`config.mk`:
```
export PLATFORM = sky130hd
export DESIGN_NAME = trap_sequencer_flat
export DESIGN_NICKNAME = d
export VERILOG_FILES = /design/src/rtl/trap_sequencer_if.sv /design/src/rtl/trap_sequencer.sv /design/src/flat_wrapper.sv
export SDC_FILE = /design/constraint.sdc
export NUM_CORES = 1
export LEC_CHECK = 0
export CORE_MARGIN = 2
export CORE_UTILIZATION = 50
export CTS_CLUSTER_DIAMETER = 60
export DETAILED_ROUTE_END_ITERATION = 10
export HOLD_SLACK_MARGIN = 0.05
export PLACE_DENSITY = 0.83
export SYNTH_ARGS = -nofsm -noshare
export SYNTH_HDL_FRONTEND = slang
export SYNTH_SLANG_ARGS = --single-unit
```
`constraint.sdc`:
```
create_clock -name i_clk -period 16.7 [get_ports i_clk]
set_input_delay 5.01 -clock i_clk [delete_from_list [all_inputs] [get_ports i_clk]]
set_output_delay 5.01 -clock i_clk [all_outputs]
set_load 0.03 [all_outputs]
```
`src/rtl/trap_sequencer_if.sv`:
```
// Trap sequencer bundle: per-stage exception codes and pipeline context in,
// flush/redirect control, captured trap CSRs and permission flags out.
// slave  : the trap sequencer itself (consumes i_*, drives o_*).
// master : the pipeline side (drives i_*, observes o_*).
interface trap_sequencer_if;
    logic [3:0]  i_exception_code_f;
    logic [3:0]  i_exception_code_e;
    logic [31:0] i_pc_f;
    logic [31:0] i_pc_e;
    logic [31:0] i_alu_out_e;
    logic        i_stall_d;
    logic        i_flush_d;
    logic        i_mret_e;
    logic        o_kill_e;
    logic        o_flush;
    logic        o_redirect_en;
    logic [31:0] o_redirect_pc;
    logic [31:0] o_mepc;
    logic [31:0] o_mcause;
    logic [31:0] o_mtval;
    logic        o_trap_permission;
    logic        o_reset_permission;
    logic        o_double_fault;

    modport slave (
        input  i_exception_code_f, i_exception_code_e, i_pc_f, i_pc_e, i_alu_out_e,
               i_stall_d, i_flush_d, i_mret_e,
        output o_kill_e, o_flush, o_redirect_en, o_redirect_pc, o_mepc, o_mcause, o_mtval,
               o_trap_permission, o_reset_permission, o_double_fault
    );

    modport master (
        output i_exception_code_f, i_exception_code_e, i_pc_f, i_pc_e, i_alu_out_e,
               i_stall_d, i_flush_d, i_mret_e,
        input  o_kill_e, o_flush, o_redirect_en, o_redirect_pc, o_mepc, o_mcause, o_mtval,
               o_trap_permission, o_reset_permission, o_double_fault
    );
endinterface

```
`src/rtl/trap_sequencer.sv`:
```
// Trap sequencer: carries fetch-stage faults down to E so traps stay precise,
// captures mepc/mcause/mtval, and sequences trap entry, mret return and
// double-fault reset with a one-cycle flush + PC redirect.
// Ports:
//   i_clk  - clock, rising edge
//   i_rst  - asynchronous reset, active-high
//   bus    - trap_sequencer_if.slave (exception codes, PCs, hazard controls in;
//            kill/flush/redirect, trap CSRs and permission flags out)
// Exception codes: 0 none, 1 fetch misaligned, 2 illegal, 3 load misaligned,
// 4 load fault, 5 store misaligned, 6 store fault, 7 ecall, 8 SP out of range.
module trap_sequencer #(
    parameter logic [31:0] TRAP_VECTOR  = 32'h0000_0000,
    parameter logic [31:0] RESET_VECTOR = 32'h0004_0000,
    parameter logic [31:0] SP_CAUSE     = 32'd24
) (
    input logic            i_clk,
    input logic            i_rst,
    trap_sequencer_if.slave bus
);
    localparam logic [3:0] NO_E               = 4'd0;
    localparam logic [3:0] E_FETCH_MISALIGNED = 4'd1;
    localparam logic [3:0] E_ILLEGAL_INSTR    = 4'd2;
    localparam logic [3:0] E_LOAD_MISALIGNED  = 4'd3;
    localparam logic [3:0] E_LOAD_FAULT       = 4'd4;
    localparam logic [3:0] E_STORE_MISALIGNED = 4'd5;
    localparam logic [3:0] E_STORE_FAULT      = 4'd6;
    localparam logic [3:0] E_ECALL            = 4'd7;
    localparam logic [3:0] E_SP_OUT_OF_RANGE  = 4'd8;

    localparam logic [2:0] S_RESET   = 3'd0;
    localparam logic [2:0] S_RUN     = 3'd1;
    localparam logic [2:0] S_ENTRY   = 3'd2;
    localparam logic [2:0] S_IN_TRAP = 3'd3;
    localparam logic [2:0] S_RETURN  = 3'd4;
    localparam logic [2:0] S_DFAULT  = 3'd5;

    logic [2:0]  state, state_next;
    logic [3:0]  fx_d_code, fx_e_code;
    logic [31:0] fx_d_pc, fx_e_pc;
    logic [31:0] mepc, mcause, mtval;
    logic [3:0]  eff_code;
    logic [31:0] eff_pc;
    logic [31:0] cause_next, tval_next;
    logic        exc_e, capture;
    logic        flush, redirect_en;
    logic [31:0] redirect_pc;

    // A carried fetch fault belongs to an older instruction than anything E reports.
    always_comb begin
        if (fx_e_code != NO_E) begin
            eff_code = fx_e_code;
            eff_pc   = fx_e_pc;
        end else begin
            eff_code = bus.i_exception_code_e;
            eff_pc   = bus.i_pc_e;
        end
    end

    assign exc_e = (eff_code != NO_E) && ((state == S_RUN) || (state == S_IN_TRAP));

    always_comb begin
        cause_next = 32'd0;
        tval_next  = 32'd0;
        case (eff_code)
            E_FETCH_MISALIGNED: begin cause_next = 32'd0; tval_next = eff_pc; end
            E_ILLEGAL_INSTR:    cause_next = 32'd2;
            E_LOAD_MISALIGNED:  begin cause_next = 32'd4; tval_next = bus.i_alu_out_e; end
            E_LOAD_FAULT:       begin cause_next = 32'd5; tval_next = bus.i_alu_out_e; end
            E_STORE_MISALIGNED: begin cause_next = 32'd6; tval_next = bus.i_alu_out_e; end
            E_STORE_FAULT:      begin cause_next = 32'd7; tval_next = bus.i_alu_out_e; end
            E_ECALL:            cause_next = 32'd11;
            E_SP_OUT_OF_RANGE:  begin cause_next = SP_CAUSE; tval_next = bus.i_alu_out_e; end
            default:            ;
        endcase
    end

    always_comb begin
        state_next = state;
        capture    = 1'b0;
        case (state)
            S_RESET:   if (bus.i_pc_f[20:18] == 3'b010) state_next = S_RUN;
            S_RUN: begin
                if (exc_e) begin
                    state_next = S_ENTRY;
                    capture    = 1'b1;
                end
            end
            S_ENTRY:   state_next = S_IN_TRAP;
            // A fault inside the handler beats a simultaneous mret.
            S_IN_TRAP: begin
                if (exc_e)              state_next = S_DFAULT;
                else if (bus.i_mret_e)  state_next = S_RETURN;
            end
            S_RETURN:  state_next = S_RUN;
            S_DFAULT:  state_next = S_RESET;
            default:   state_next = S_RESET;
        endcase
    end

    always_comb begin
        flush       = 1'b0;
        redirect_en = 1'b0;
        redirect_pc = 32'd0;
        case (state)
            S_ENTRY: begin
                flush       = 1'b1;
                redirect_en = 1'b1;
                redirect_pc = TRAP_VECTOR;
            end
            S_RETURN: begin
                flush       = 1'b1;
                redirect_en = 1'b1;
                // ecall resumes after itself; other causes retry the faulting instruction.
                redirect_pc = (mcause == 32'd11) ? mepc + 32'd4 : mepc;
            end
            S_DFAULT: begin
                flush       = 1'b1;
                redirect_en = 1'b1;
                redirect_pc = RESET_VECTOR;
            end
            default: ;
        endcase
    end

    always_ff @(posedge i_clk or posedge i_rst) begin
        if (i_rst) begin
            state     <= S_RESET;
            fx_d_code <= NO_E;
            fx_e_code <= NO_E;
            fx_d_pc   <= 32'd0;
            fx_e_pc   <= 32'd0;
            mepc      <= 32'd0;
            mcause    <= 32'd0;
            mtval     <= 32'd0;
        end else begin
            state <= state_next;
            if (capture) begin
                mepc   <= eff_pc;
                mcause <= cause_next;
                mtval  <= tval_next;
            end
            // Flush has priority over stall.
            if (flush || bus.i_flush_d) begin
                fx_d_code <= NO_E;
                fx_e_code <= NO_E;
                fx_d_pc   <= 32'd0;
                fx_e_pc   <= 32'd0;
            end else if (!bus.i_stall_d) begin
                fx_d_code <= bus.i_exception_code_f;
                fx_d_pc   <= bus.i_pc_f;
                fx_e_code <= fx_d_code;
                fx_e_pc   <= fx_d_pc;
            end
        end
    end

    assign bus.o_kill_e           = exc_e;
    assign bus.o_flush            = flush;
    assign bus.o_redirect_en      = redirect_en;
    assign bus.o_redirect_pc      = redirect_pc;
    assign bus.o_mepc             = mepc;
    assign bus.o_mcause           = mcause;
    assign bus.o_mtval            = mtval;
    assign bus.o_trap_permission  = (state == S_ENTRY) || (state == S_IN_TRAP);
    assign bus.o_reset_permission = (state == S_RESET);
    assign bus.o_double_fault     = (state == S_DFAULT);
endmodule

```
`src/flat_wrapper.sv`:
```
// flat-port wrapper written by rule: the top's interface ports become plain ports
module trap_sequencer_flat 
#(
    parameter logic [31:0] TRAP_VECTOR  = 32'h0000_0000,
    parameter logic [31:0] RESET_VECTOR = 32'h0004_0000,
    parameter logic [31:0] SP_CAUSE     = 32'd24
)
  (i_clk, i_rst, bus_i_exception_code_f, bus_i_exception_code_e, bus_i_pc_f, bus_i_pc_e, bus_i_alu_out_e, bus_i_stall_d, bus_i_flush_d, bus_i_mret_e, bus_o_kill_e, bus_o_flush, bus_o_redirect_en, bus_o_redirect_pc, bus_o_mepc, bus_o_mcause, bus_o_mtval, bus_o_trap_permission, bus_o_reset_permission, bus_o_double_fault);
  trap_sequencer_if bus_i ();
  input logic i_clk;
  input logic i_rst;
  input wire logic [$bits(bus_i.i_exception_code_f)-1:0] bus_i_exception_code_f;
  input wire logic [$bits(bus_i.i_exception_code_e)-1:0] bus_i_exception_code_e;
  input wire logic [$bits(bus_i.i_pc_f)-1:0] bus_i_pc_f;
  input wire logic [$bits(bus_i.i_pc_e)-1:0] bus_i_pc_e;
  input wire logic [$bits(bus_i.i_alu_out_e)-1:0] bus_i_alu_out_e;
  input wire logic [$bits(bus_i.i_stall_d)-1:0] bus_i_stall_d;
  input wire logic [$bits(bus_i.i_flush_d)-1:0] bus_i_flush_d;
  input wire logic [$bits(bus_i.i_mret_e)-1:0] bus_i_mret_e;
  output wire logic [$bits(bus_i.o_kill_e)-1:0] bus_o_kill_e;
  output wire logic [$bits(bus_i.o_flush)-1:0] bus_o_flush;
  output wire logic [$bits(bus_i.o_redirect_en)-1:0] bus_o_redirect_en;
  output wire logic [$bits(bus_i.o_redirect_pc)-1:0] bus_o_redirect_pc;
  output wire logic [$bits(bus_i.o_mepc)-1:0] bus_o_mepc;
  output wire logic [$bits(bus_i.o_mcause)-1:0] bus_o_mcause;
  output wire logic [$bits(bus_i.o_mtval)-1:0] bus_o_mtval;
  output wire logic [$bits(bus_i.o_trap_permission)-1:0] bus_o_trap_permission;
  output wire logic [$bits(bus_i.o_reset_permission)-1:0] bus_o_reset_permission;
  output wire logic [$bits(bus_i.o_double_fault)-1:0] bus_o_double_fault;
  assign bus_i.i_exception_code_f = bus_i_exception_code_f;
  assign bus_i.i_exception_code_e = bus_i_exception_code_e;
  assign bus_i.i_pc_f = bus_i_pc_f;
  assign bus_i.i_pc_e = bus_i_pc_e;
  assign bus_i.i_alu_out_e = bus_i_alu_out_e;
  assign bus_i.i_stall_d = bus_i_stall_d;
  assign bus_i.i_flush_d = bus_i_flush_d;
  assign bus_i.i_mret_e = bus_i_mret_e;
  assign bus_o_kill_e = bus_i.o_kill_e;
  assign bus_o_flush = bus_i.o_flush;
  assign bus_o_redirect_en = bus_i.o_redirect_en;
  assign bus_o_redirect_pc = bus_i.o_redirect_pc;
  assign bus_o_mepc = bus_i.o_mepc;
  assign bus_o_mcause = bus_i.o_mcause;
  assign bus_o_mtval = bus_i.o_mtval;
  assign bus_o_trap_permission = bus_i.o_trap_permission;
  assign bus_o_reset_permission = bus_i.o_reset_permission;
  assign bus_o_double_fault = bus_i.o_double_fault;
  trap_sequencer #(.TRAP_VECTOR(TRAP_VECTOR), .RESET_VECTOR(RESET_VECTOR), .SP_CAUSE(SP_CAUSE)) u_core (.i_clk(i_clk), .i_rst(i_rst), .bus(bus_i));
endmodule
```
# --- Word level (Yosys, flattened, before mapping) ---
# Index checks and enable logic that the tools add are counted.
word_totals:
  input_bits: 109
  wordCells: 60
  register_bits: 171
  out_inout_bits: 134
op_classes:
  add_sub_neg: 1
  reduce_logical: 10
  muxes: 22
  n_eq_ne: 19
ops:
  columns: ["operator", "count"]
  rows:
  - ["$mux 32", 6]
  - ["$pmux 32 s2", 2]
  - ["$pmux 5 s7", 1]
  - ["$add 32x3->32 const B", 1]
  - ["$eq 32x4->1 const B", 1]
  - ["$mux 4", 5]
  - ["$eq 4x3->1 const B", 4]
  - ["$pmux 3 s5", 1]
  - ["$mux 3", 4]
  - ["$eq 3x2->1 const B", 3]
  - ["$eq 4x2->1 const B", 2]
  - ["$reduce_bool 4->1", 2]
  - ["$eq 3x3->1 const B", 2]
  - ["$reduce_or 5->1", 1]
  - ["$eq 4x1->1 const B", 1]
  - ["$eq 4x4->1 const B", 1]
  - ["$ne 2x1->1 const B", 2]
  - ["$eq 3x1->1 const B", 1]
  - ["$logic_not 3->1", 1]
  - ["$logic_or 1x1->1", 3]
  - ["$mux 1", 3]
  - ["$ne 3x3->1 const B", 1]
  - ["$reduce_and 3->1", 1]
  - ["$reduce_or 3->1", 1]
  - ["2 further kinds", 2]

# --- Logic depth before layout (Yosys ltp) ---
# Gate-level depths: netlist (run 1).
depth:
  depth_word: 6
  mapped_depth: 9
  mapped_depth_nobuf: 6

# --- Worst setup path after synthesis (run 1) ---
# No wires, ideal clock.
synth_timing:
  kind: "input to output"
  start: "in bus_i_exception_code_e[2]"
  end: "out bus_o_kill_e"
  t_arrival_ns: 5.937
  stages: 3
  path_slack_ns: 5.753
  required_time_ns: 11.690
  n_path_buf: 0
  cell_sequence: "nor2_1 -> and3_1 -> nor3_1"
synth_between:
  elab_chain_len: 3
synth_rtl:
  columns: ["element", "line_no", "source"]
  rows:
  - ["from (decl)", "flat_wrapper.sv:13", "input wire logic [$bits(bus_i.i_exception_code_e)-1:0] bus_i_exception_code_e;"]
  - ["$mux 4", "trap_sequencer.sv:50", "if (fx_e_code != NO_E) begin"]
  - ["$reduce_bool 4->1", "trap_sequencer.sv:59", "assign exc_e = (eff_code != NO_E) && ((state == S_RUN) || (state == S_IN_TRAP));"]
  - ["$logic_and 1x1->1", "trap_sequencer.sv:59", null]
  - ["to (decl)", "flat_wrapper.sv:20", "output wire logic [$bits(bus_i.o_kill_e)-1:0] bus_o_kill_e;"]
# Every way passes these cells.

# --- Final worst setup path (run 1) ---
layout_timing:
  start: "in bus_i_exception_code_e[0]"
  end: "out bus_o_kill_e"
# Same word-level chain as after synthesis.

==> results.yml, run 1 <==
outcome:
  outcome: "complete, no violations"
finish:
  antenna_cells: 0
  area_delta_synth_final_pct: 35.5
  fillers: 1168
  final_common_cell: "clkdlybuf4s50_1"
  final_core_util_pct: 69.3
  final_cells: 1165
  final_cell_mix: "214 x clkdlybuf4s50_1, 146 x nor2_1, 144 x dfrtp_1"
  drive_gt1_share_pct: 5.10
  nets: 1081
logic_synthesis:
  synth_area_leaders: "dfrtp_1 48%, mux2i_1 14%, nor2_1 7.4%"
  ys_seq_elements: 144
  synth_warnings: 0
  synth_async_sr_flop_share_pct: 100
  synth_cell_type_count: 50
  synth-edff-count: 0
  syn_area_mm2: 0.00743
  synth.avg_cell_area_um2: 9.48
  ys.flop_type: "dfrtp_1"
  synth_top_area_cell: "dfrtp_1"
  syn_inst: 784
  synth.top_cell.area_share_pct: 48.5
  synth.yosys.seq_area_share_pct: 48.5
sta:
  finalHoldViolCount: 0
  slew_violations: 0
  rsz0062_at_grt: "false"
  fin_crit_sh_pct: 70.5
  fin_tns_setup_ns: 0
  relSlewSlack_pct: 32.9
  min_period_ns: 11.77
  clock_skew_ns: 0.00832
  max_slew.worst_pin.slew_ns: 1.01
  fin_ws_ns: 4.93
  setup_viol: 0
  fmax_ghz: 0.0850
setup_path:
  end_kind: "output port"
  worstRegToRegCells: 6
  reg2reg_to: "u_core.bus.o_mtval[9]"
  cp_max_fo: 7
  crit_family: "buffers and inverters"
  r2r_slack_ns: 13.78
  critical_path_required_ns: 11.69
  cpPeakStageDelay_ns: 0.69
  crit-reg2reg-launch: "u_core.fx_e_code[0]"
  worst_path_max_delay_cell: "clkdlybuf4s50_1"
  crit_type: "in2out"
  path_common_cell: "clkdlybuf4s50_1"
  arrival_ns: 6.76
  critPathLaunchType: "input pin"
  crit_buf_inv: 2
  crit_chain: "clkdlybuf4s50_1 > nor2_1 > and3_1 > nor3_1 > clkdlybuf4s50_1"
routing:
  viasPerCell: 5.29
  wl_met2_um: 9480
  highest_layer: "met5"
  wl_per_cell_um: 17.3
  antenna_left: 0
  drcViolationCount: 0
  dr.pass1.iters: 6
  num_vias: 6160
  drt_iter0_drc: 375
  wirelength_um: 20200
  wl_met1_um: 9060
  routed-wl-met3_um: 1150
min_path:
  hold-path-cell-count: 2
  min_path_type: "reg2reg"
  hold_path_startpoint: "u_core.fx_d_pc[11]"
  hold_end: "u_core.fx_e_pc[11]"
global_route:
  first_global_vias: 5947
  grt_usage_pct: 25.8
  grt_pass1_wl_um: 31900
  overflow: 0
  grt_max_degree: 101
  grt_antenna_before_repair: 1
clocking:
  postCtsHoldBufs: 0
  h-tree-depth: 4
  cts_resized: 0
  postCtsSetupBuffers: 0
  clk_latency_ns: 0.42
  cts-root-buf: "clkbuf_16"
  cts_buffer_depth: 2
  cts_tree: "yes"
  cts_buffers: 17
  clk_pin_slew_ns: 0.05
  cts_sinks: 144
die:
  initial_core_util_pct: 51.1
  die_area_mm2: 0.0159
  fp.dieW_um: 126
  core_area_mm2: 0.0145
  io_pins: 243
  die_h_um: 126
  num_rows: 44
placement:
  dpl_worst_slack_ns: 4.94
  numPlacedInstances: 1136
  finalWeightedCongestion: 0.893
  port_buffers: 215
  dpl.hpwl_um: 14700
power:
  p_leak_nw: 4.60
  total_power_w: 0.00173
  p_per_area_mw_per_mm2: 171
  ir_drop_mv: 0.0991
flow_run:
  drv_cap: 0
==> worst max path at each step <==
stage	from	end	slack, ns	cells past startpoint
finish	bus_i_exception_code_e[0]	bus_o_kill_e	4.93	5
global route	bus_i_exception_code_e[0]	bus_o_kill_e	4.86	5
CTS	bus_i_exception_code_e[0]	bus_o_kill_e	4.93	5
detailed placement	bus_i_exception_code_e[0]	bus_o_kill_e	4.94	5
global placement	bus_i_exception_code_e[0]	bus_o_kill_e	4.96	5
floorplan	bus_i_exception_code_e[2]	bus_o_kill_e	5.75	3
==> worst min-delay path: stages, from the launching register on <==
cell	delay [ns]
dfrtp_1	0.34
mux2i_1	0.06
nor2_1	0.08
==> layout make-up <==
class	instances	area (µm²)	share of cell area, %
clock buffer	22	474	4.71
multi-input combinational	580	3470	34.5
tap	184	230	2.29
sequential	144	3600	35.8
inverter	6	27.5	0.273
timing repair buffer	222	2200	21.9
clock inverter	7	62.6	0.621
==> Yosys cell counts, drive strengths merged (3+ instances only) <==
cell / number
xor2: 19
o21ai: 70
and3: 6
buf: 51
a21oi: 39
nand2b: 35
nand3: 15
and4: 3
nor2: 147
dfrtp: 144
nor4: 5
nand4: 8
nand2: 56
clkbuf: 29
mux2i: 103
nor3: 9
inv: 6
and2: 3
a31oi: 4
xnor2: 7
==> per-stage QoR <==
step	hold slack, ns	instance area (µm²)
floorplan	0.486	7530
global placement	0.475	9540
detailed placement	0.510	9540
CTS	0.523	10100
global route	0.535	10100
finish	0.521	10100
==> logic make-up (layout without fill, tap and decap cells) <==
| group | count (synthesis) | count (layout) | synth area share, % |
|---|---|---|---|
| and+or+nand+nor | 297 | 297 | 18.8 |
| AOI/OAI and AO/OA | 124 | 124 | 8.92 |
| buffers and inverters | 86 | 257 | 6.38 |
| muxes | 105 | 105 | 14.2 |
| xor gates and xnor gates | 26 | 26 | 3.06 |
| other | 1 | 27 | 0.0504 |
| DFF | 144 | 144 | 48.5 |
| adders and majority gates | 1 | 1 | 0.168 |
==> sequential cells by signal, indices dropped and copies added (netlist names) <==
name	cells
u_core.bus.o_mepc	32
u_core.bus.o_mtval	32
u_core.fx_d_pc	32
u_core.fx_e_pc	32
u_core.bus.o_mcause	5
u_core.fx_d_code	4
u_core.fx_e_code	4
u_core.state	3
==> power breakdown <==
group / internal [W] / switching (W)
Sequential: 0.000459 / 0.000103
Clock: 0.000212 / 0.000136
Combinational: 0.000317 / 0.000499
Total: 0.000988 / 0.000738
==> metal layers <==
layer  vias to the layer above  GRT usage, %
met5                         -             0
li1                       2977             -
met1                      2929          35.7
met2                       219          40.7
met4                         2          9.31
met3                        33          5.23
Power figures use the tool's default switching activity.
==> inputs of run 2 (changes only) <==
Settings changed: CORE_UTILIZATION 50 to 42, PLACE_DENSITY 0.83 to 0.74.
Clock period 16.7 ns to 9.86 ns, I/O delays scaled along.
==> run 2 against run 1 <==
  * Register-to-register slack got worse by 6.9 ns
  * Clock-buffer cell count rose by 3
  * Via count is 0.47% higher
  * Non-clock buffer count down 1
  * Final area is 0.94% higher
  * Core utilization is 11 points lower
  * First-iteration DRC count up 7.2%
  * Clock power is 78% higher
  * Largest cell class unchanged
  * Highest routed layer is now met4
==> results.yml, run 2 (same netlist as run 1, synthesis figures left out) <==
sta:
  rsz0062_at_grt: "false"
  clock_skew_ns: 0.00927
  slew_violations: 0
  fin_crit_sh_pct: 77.9
  finalHoldViolCount: 0
  relSlewSlack_pct: 28.3
  max_slew.worst_pin.slew_ns: 1.08
  setup_viol: 0
  fmax_ghz: 0.130
  min_period_ns: 7.68
  fin_tns_setup_ns: 0
finish:
  area_delta_synth_final_pct: 36.8
  final_cells: 1209
  final_cell_mix: "214 x clkdlybuf4s50_1, 146 x nor2_1, 144 x dfrtp_1"
  nets: 1080
  fin_area_mm2: 0.0102
  drive_gt1_share_pct: 5.19
  final_common_cell: "clkdlybuf4s50_1"
die:
  die_area_mm2: 0.0188
  io_pins: 243
  fp.dieW_um: 137
  num_rows: 48
  core_area_mm2: 0.0173
  initial_core_util_pct: 43.0
  die_h_um: 137
routing:
  antenna_left: 0
  viasPerCell: 5.12
  dr.pass1.iters: 6
  drcViolationCount: 0
  num_vias: 6189
  wl_per_cell_um: 17.2
  wirelength_um: 20800
  drt_iter0_drc: 402
global_route:
  grt_antenna_before_repair: 1
  grt_max_degree: 101
  first_global_vias: 5797
  grt_pass1_wl_um: 31700
  grt_usage_pct: 22.4
  overflow: 0
min_path:
  min_path_type: "reg2reg"
  hold_end: "u_core.bus.o_mcause[2]"
  hold_path_startpoint: "u_core.bus.o_mcause[2]"
  hold-path-cell-count: 2
setup_path:
  reg2reg_to: "u_core.bus.o_mtval[17]"
  critPathLaunchType: "input pin"
  crit_buf_inv: 2
  crit-reg2reg-launch: "u_core.fx_e_code[1]"
  r2r_slack_ns: 6.87
  worstRegToRegCells: 6
  crit_chain: "clkdlybuf4s50_1 > nor2_1 > and3_1 > nor3_1 > clkdlybuf4s50_1"
  crit_family: "buffers and inverters"
  worst_path_max_delay_cell: "clkdlybuf4s50_1"
  cpPeakStageDelay_ns: 0.69
  path_common_cell: "clkdlybuf4s50_1"
  arrival_ns: 4.73
  critical_path_required_ns: 6.90
  cp_max_fo: 7
  crit_type: "in2out"
  end_kind: "output port"
clocking:
  clk_pin_slew_ns: 0.06
  postCtsHoldBufs: 0
  cts_buffer_depth: 2
  cts_sinks: 144
  cts_tree: "yes"
  h-tree-depth: 4
  postCtsSetupBuffers: 0
  cts_buffers: 17
  cts-root-buf: "clkbuf_16"
  clk_latency_ns: 0.41
  cts_resized: 0
power:
  p_leak_nw: 4.60
  ir_drop_mv: 0.128
  p_per_area_mw_per_mm2: 292
placement:
  port_buffers: 215
  finalWeightedCongestion: 0.859
  dpl.hpwl_um: 15100
  numPlacedInstances: 1176
  place_area_mm2: 0.00959
outcome:
  outcome: "complete, no violations"
flow_run:
  drv_cap: 0
run 2: layout make-up:
type	instances	area, µm²
Sequential cell	144	3600
Tap cell	225	282
Multi-Input combinational cell	580	3480
Timing Repair Buffer	221	2190
Inverter	6	27.5
Fill cell	1489	7130
Antenna cell	1	2.50
Clock inverter	7	75.1
Clock buffer	25	505
run 2: worst register-to-register path, delay by kind of cell (launching register included):
family | cells | cell delay, ns
simple gates | 3 | 1.43
buf+inv | 1 | 0.54
flops | 1 | 0.52
compound gates | 2 | 0.43
run 2: per-layer routing:
metal	GRT usage (%)	up-vias	part of all wire [%]
met5	0	-	0
met4	6.82	0	1.4
met3	3.52	18	5.6
met2	33.9	223	47
met1	32.9	2966	46
li1	-	2982	-
run 2: power by group:
part / total, W / switching [W] / leakage (nW) / internal [W]
clock network: 0.000621 / 0.000240 / 0.276 / 0.000382
logic: 0.00138 / 0.000847 / 2.45 / 0.000536
registers: 0.000960 / 0.000184 / 1.88 / 0.000777
run 2: stage by stage:
step | utilization, % | hold slack [ns] | setup WS, ns | power, W
final | 58.8 | 0.494 | 2.18 | 0.00296
after global routing | 58.8 | 0.522 | 2.11 | 0.00314
after CTS | 58.8 | 0.498 | 2.19 | 0.00299
after detailed placement | 55.4 | 0.488 | 2.19 | 0.00236
after global placement | 55.4 | 0.472 | 2.20 | 0.00233
after floorplan | - | 0.486 | 3.02 | 0.00182
run 2: how the worst max path moves through the flow:
stage	start	end	depth (start not counted)	slack [ns]
after floorplan	bus_i_exception_code_e[2]	bus_o_kill_e	3	3.02
after global placement	bus_i_exception_code_e[0]	bus_o_kill_e	5	2.20
after detailed placement	bus_i_exception_code_e[0]	bus_o_kill_e	5	2.19
after CTS	bus_i_exception_code_e[0]	bus_o_kill_e	5	2.19
after global routing	bus_i_exception_code_e[0]	bus_o_kill_e	5	2.11
final	bus_i_exception_code_e[0]	bus_o_kill_e	5	2.18
==> inputs of run 3 (changes only) <==
Clock period 9.86 ns to 6.5 ns, I/O delays scaled along.
==> run 3 against run 2 <==
  * Sequential power increased by 52%
  * Final cell count about the same
  * Register-to-register slack got worse by 3.3 ns
  * Clock-buffer cell count decreased by 4
==> results.yml, run 3 (same netlist as run 1, synthesis figures left out) <==
routing:
  wl_per_cell_um: 17.6
  viasPerCell: 5.10
  drt_iter0_drc: 384
  wirelength_um: 21200
  drcViolationCount: 0
  num_vias: 6155
  dr.pass1.iters: 5
  antenna_left: 0
clocking:
  clk_pin_slew_ns: 0.05
  cts_tree: "yes"
  cts-root-buf: "clkbuf_16"
  cts_sinks: 144
  postCtsHoldBufs: 0
  clk_latency_ns: 0.42
  cts_buffers: 17
  cts_resized: 0
  h-tree-depth: 4
  postCtsSetupBuffers: 0
  cts_buffer_depth: 2
global_route:
  grt_pass1_wl_um: 32500
  overflow: 0
  first_global_vias: 5719
  grt_antenna_before_repair: 0
  grt_max_degree: 118
  grt_usage_pct: 23.0
sta:
  rsz0062_at_grt: "false"
  clock_skew_ns: 0.0130
  relSlewSlack_pct: 27.8
  finalHoldViolCount: 0
  max_slew.worst_pin.slew_ns: 1.08
  fmax_ghz: 0.176
  fin_crit_sh_pct: 87.5
  min_period_ns: 5.69
  slew_violations: 0
  fin_tns_setup_ns: 0
  setup_viol: 0
finish:
  antenna_cells: 0
  nets: 1080
  final_cell_mix: "214 x clkdlybuf4s50_1, 146 x nor2_1, 144 x dfrtp_1"
  fin_area_mm2: 0.0102
  drive_gt1_share_pct: 5.29
  final_common_cell: "clkdlybuf4s50_1"
  area_delta_synth_final_pct: 37.2
setup_path:
  critPathLaunchType: "input pin"
  arrival_ns: 3.74
  cp_max_fo: 7
  critical_path_required_ns: 4.55
  crit_type: "in2out"
  end_kind: "output port"
min_path:
  min_path_type: "reg2reg"
die:
  die_h_um: 137
  core_area_mm2: 0.0173
  num_rows: 48
  die_area_mm2: 0.0188
  initial_core_util_pct: 43.0
  fp.dieW_um: 137
  io_pins: 243
power:
  intPower_w: 0.00262
  p_comb_share_pct: 46.1
  p_leak_nw: 4.62
  ir_drop_mv: 0.254
  clockPowerShare_pct: 22.1
  power_frac_seq_pct: 31.8
  p_sw_share_pct: 42.9
  p_per_area_mw_per_mm2: 449
  total_power_w: 0.00458
  p_switching_w: 0.00196
placement:
  dpl.hpwl_um: 15100
  finalWeightedCongestion: 0.856
  port_buffers: 215
  place_area_mm2: 0.00959
flow_run:
  drv_cap: 0
outcome:
  outcome: "complete, no violations"
## run 3: changes by cell type in the layout (fill, tap and decap cells not counted)
cell	delta
clkbuf_1	-1
diode_2	-1
clkinvlp_4	-1
inv_6	+1
clkinv_4	+2
clkbuf_8	-3
bufinv_16	+2
## run 3: layout make-up
class / count / area [µm²]
inverter: 6 / 27.5
clock inverter: 11 / 154
timing repair buffer: 221 / 2190
clock buffer: 21 / 460
multi-input combinational: 580 / 3480
sequential: 144 / 3600
tap: 225 / 282
fill: 1495 / 7100
## run 3: worst paths after layout
path	from	end	slack [ns]	cells past startpoint
min reg2reg	u_core.bus.o_mcause[2]	u_core.bus.o_mcause[2]	0.50	2
max in group asynchronous	i_rst	u_core.bus.o_mtval[18]	3.29	3
min	u_core.bus.o_mcause[2]	u_core.bus.o_mcause[2]	0.50	2
min in group asynchronous	i_rst	u_core.fx_d_pc[7]	2.15	2
max	bus_i_exception_code_e[0]	bus_o_kill_e	0.81	5
max reg2reg	u_core.fx_e_code[0]	u_core.bus.o_mtval[19]	3.57	6
## run 3: worst max-delay path: stages
cell,delay (ns)
clkdlybuf4s50_1,0.59
nor2_1,0.11
and3_1,0.24
nor3_1,0.16
clkdlybuf4s50_1,0.69
## run 3: stage by stage
| stage | hold WS, ns | setup slack (ns) | utilization [%] | cells |
|---|---|---|---|---|
| 6_report | 0.503 | 0.810 | 59.0 | 1208 |
| 2_1_floorplan | 0.486 | 0.684 | - | 810 |
| 4_1_cts | 0.516 | 0.820 | 59.0 | 1208 |
| 3_5_place_dp | 0.505 | 0.819 | 55.4 | 1176 |
| 3_3_place_gp | 0.472 | 0.863 | 55.4 | 1176 |
| 5_1_grt | 0.537 | 0.728 | 59.0 | 1208 |
## run 3: per-layer routing
layer	part of all wire [%]	vias to the layer above	track usage (%)
met5	0	-	0
met4	2.0	0	7.73
met3	5.0	24	3.93
met2	46	215	34.6
met1	47	2933	33.8
li1	-	2983	-
## run 3: power groups by stage
| stage | sequential [W] | combinational (W) | clock [W] |
|---|---|---|---|
| detailed placement | 0.00147 | 0.00211 | 0 |
| global route | 0.00150 | 0.00228 | 0.00106 |
| global placement | 0.00146 | 0.00208 | 0 |
| finish | 0.00146 | 0.00211 | 0.00101 |
| floorplan | 0.00178 | 0.000981 | 0 |
| CTS | 0.00146 | 0.00212 | 0.00103 |
==> patch (config.mk and constraints of run 3) <==
Change the localparam `NO_E` from 4'd0 to 4'd1.
--- a/src/rtl/trap_sequencer.sv
+++ b/src/rtl/trap_sequencer.sv
@@ -17,7 +17,7 @@
     input logic            i_rst,
     trap_sequencer_if.slave bus
 );
-    localparam logic [3:0] NO_E               = 4'd0;
+    localparam logic [3:0] NO_E               = 4'd1;
     localparam logic [3:0] E_FETCH_MISALIGNED = 4'd1;
     localparam logic [3:0] E_ILLEGAL_INSTR    = 4'd2;
     localparam logic [3:0] E_LOAD_MISALIGNED  = 4'd3;
Formal check against the unedited RTL: not equivalent (Yosys sat finds a counterexample within 4 cycles, from zero or initial values and one cycle with i_rst high).
==> patch against run 3 <==
  * Highest routed layer unchanged
  * Total power is 9.7% lower
  * Largest cell class unchanged
  * Global-route usage is 1.5 points lower
  * Sequential share of layout area is 1.0 points higher
  * Wire length is 9.9% lower
  * Area after synthesis is 4.1% lower
  * Via count is 8.5% lower
  * Critical endpoint unchanged
  * Non-clock buffer count is 3 higher
  * Setup slack worse by 0.21 ns
  * Clock skew is 0.0049 ns lower
  * Critical path depth is 1 higher
  * Final area is 2.7% lower
  * Sequential cell count stayed put
==> patch: results (changes against run 3) <==
metric	value	unit	change
seq_cell_power	1380	µW	was 1460 µW
synth_area_per_cell	10.6	µm²	was 9.48 µm²
synth.distinct_cells	54		was 50
r2r-start	u_core.fx_e_code[2]		was u_core.fx_e_code[0]
startpoint	bus_i_exception_code_e[0]		unchanged
fin_skew	0.00813	ns	was 0.0130 ns
track_usage	0.216		was 0.230
holdPathStages	1		was 2
place.gp.congestion	0.837		was 0.856
grt_pass1_vias	5492		was 5719
r2r_cells	5		was 6
drt-vias-per-instance	5.11		was 5.10
synthTopCellsByArea	dfrtp_1, mux2i_1, nor2_1		unchanged
seq_area_frac_synth	0.506		was 0.485
antenna_found_initial	0		unchanged
placed_cells	1072		was 1176
outcome	completed		unchanged
grt_first_pass_wirelength	30.0	mm	was 32.5 mm
firstDrtPassIters	4		was 5
fill_cells	1382		was 1495
max_stage_delay	0.71	ns	was 0.69 ns
clkTransAtPathRegs	0.06	ns	
antenna_cells	0		unchanged
switching_share	0.403		was 0.429
cp_top_family	buffers and inverters		unchanged
nets	981		was 1080
worstPathMaxFanout	2		was 7
peakVddDrop	0.000259	V	was 0.000254 V
cp_slowest_cell	clkdlybuf4s50_1		unchanged
clk_latency	0.42	ns	about the same
cp.arrival	3.95	ns	was 3.74 ns
yosys.area_share.adder	0.00176		was 0.00168
synth_xor_area_frac	0.0344		was 0.0306
synth-compound-area-share	0.0934		was 0.0892
min-delay-start	u_core.bus.o_mtval[7]		was u_core.bus.o_mcause[2]
muxShareOfSynthArea	0.145		was 0.142
grt_start_max_net_pins	83		was 118
drive_gt1_frac	0.0634		was 0.0529
vias	5634		was 6155
synth_warnings	0		unchanged
tightest_slew	1.09	ns	was 1.08 ns
synthTopCellsByCount	dfrtp_1, mux2i_1, nor2_1		was nor2_1, dfrtp_1, mux2i_1
dp_hpwl	13.5	mm	was 15.1 mm
leakage	0.00450	µW	was 0.00462 µW
drt_iter0_drc	353		was 384
wirelength	19.1	mm	was 21.2 mm
async_reset_ff_frac	1.00		unchanged
[patch: worst reg2reg max path, cell delays in order, from the launching register on]
cell and delay, ns:
dfrtp_1 0.62, nand4bb_2 0.23, or4b_4 0.51, o21bai_4 0.71, buf_4 0.42, o21ai_0 0.15
[patch: worst paths after layout]
kind / slack (ns) / to
min in group asynchronous: 2.05 / u_core.fx_e_pc[21]
setup / recovery: 0.60 / bus_o_kill_e
max in group asynchronous: 3.51 / u_core.fx_e_code[0]
hold reg to reg: 0.50 / u_core.bus.o_mtval[7]
hold / removal: 0.50 / u_core.bus.o_mtval[7]
setup reg to reg: 3.74 / u_core.bus.o_mepc[27]
[patch: layout make-up]
type | count | area share
Tap cell | 220 | 0.0277
Clock buffer | 19 | 0.0446
Multi-Input combinational cell | 477 | 0.321
Sequential cell | 144 | 0.363
Inverter | 7 | 0.00315
Timing Repair Buffer | 224 | 0.223
Clock inverter | 12 | 0.0161
[patch: per-layer routing]
layer  wire length (µm)  global-route usage  vias up
met3               1470              0.0722       29
met5                  0                   0        -
met2               8960               0.342      213
li1                   -                   -     2692
met4                459              0.0778        0
met1               8230               0.276     2700
[patch: cells by family (layout without fill, tap and decap cells)]
kind of cell,after synthesis,count (layout)
compound gates,91,91
xor+xnor,28,28
fa+ha+maj,1,1
buf+inv,78,262
flops,144,144
mux,103,103
other cells,1,27
simple gates,227,227
[patch: through the flow]
stage                     hold slack, ns  cell area [µm²]  utilization  setup WS (ns)  total power, µW
after floorplan                    0.486             7220            -          0.687             2480
after CTS                          0.507             9920        0.598          0.579             4170
after detailed placement           0.491             9320        0.562          0.578             3160
after global routing               0.520             9920        0.598          0.475             4370
final                              0.499             9920        0.598          0.596             4130
after global placement             0.488             9320        0.562          0.598             3140
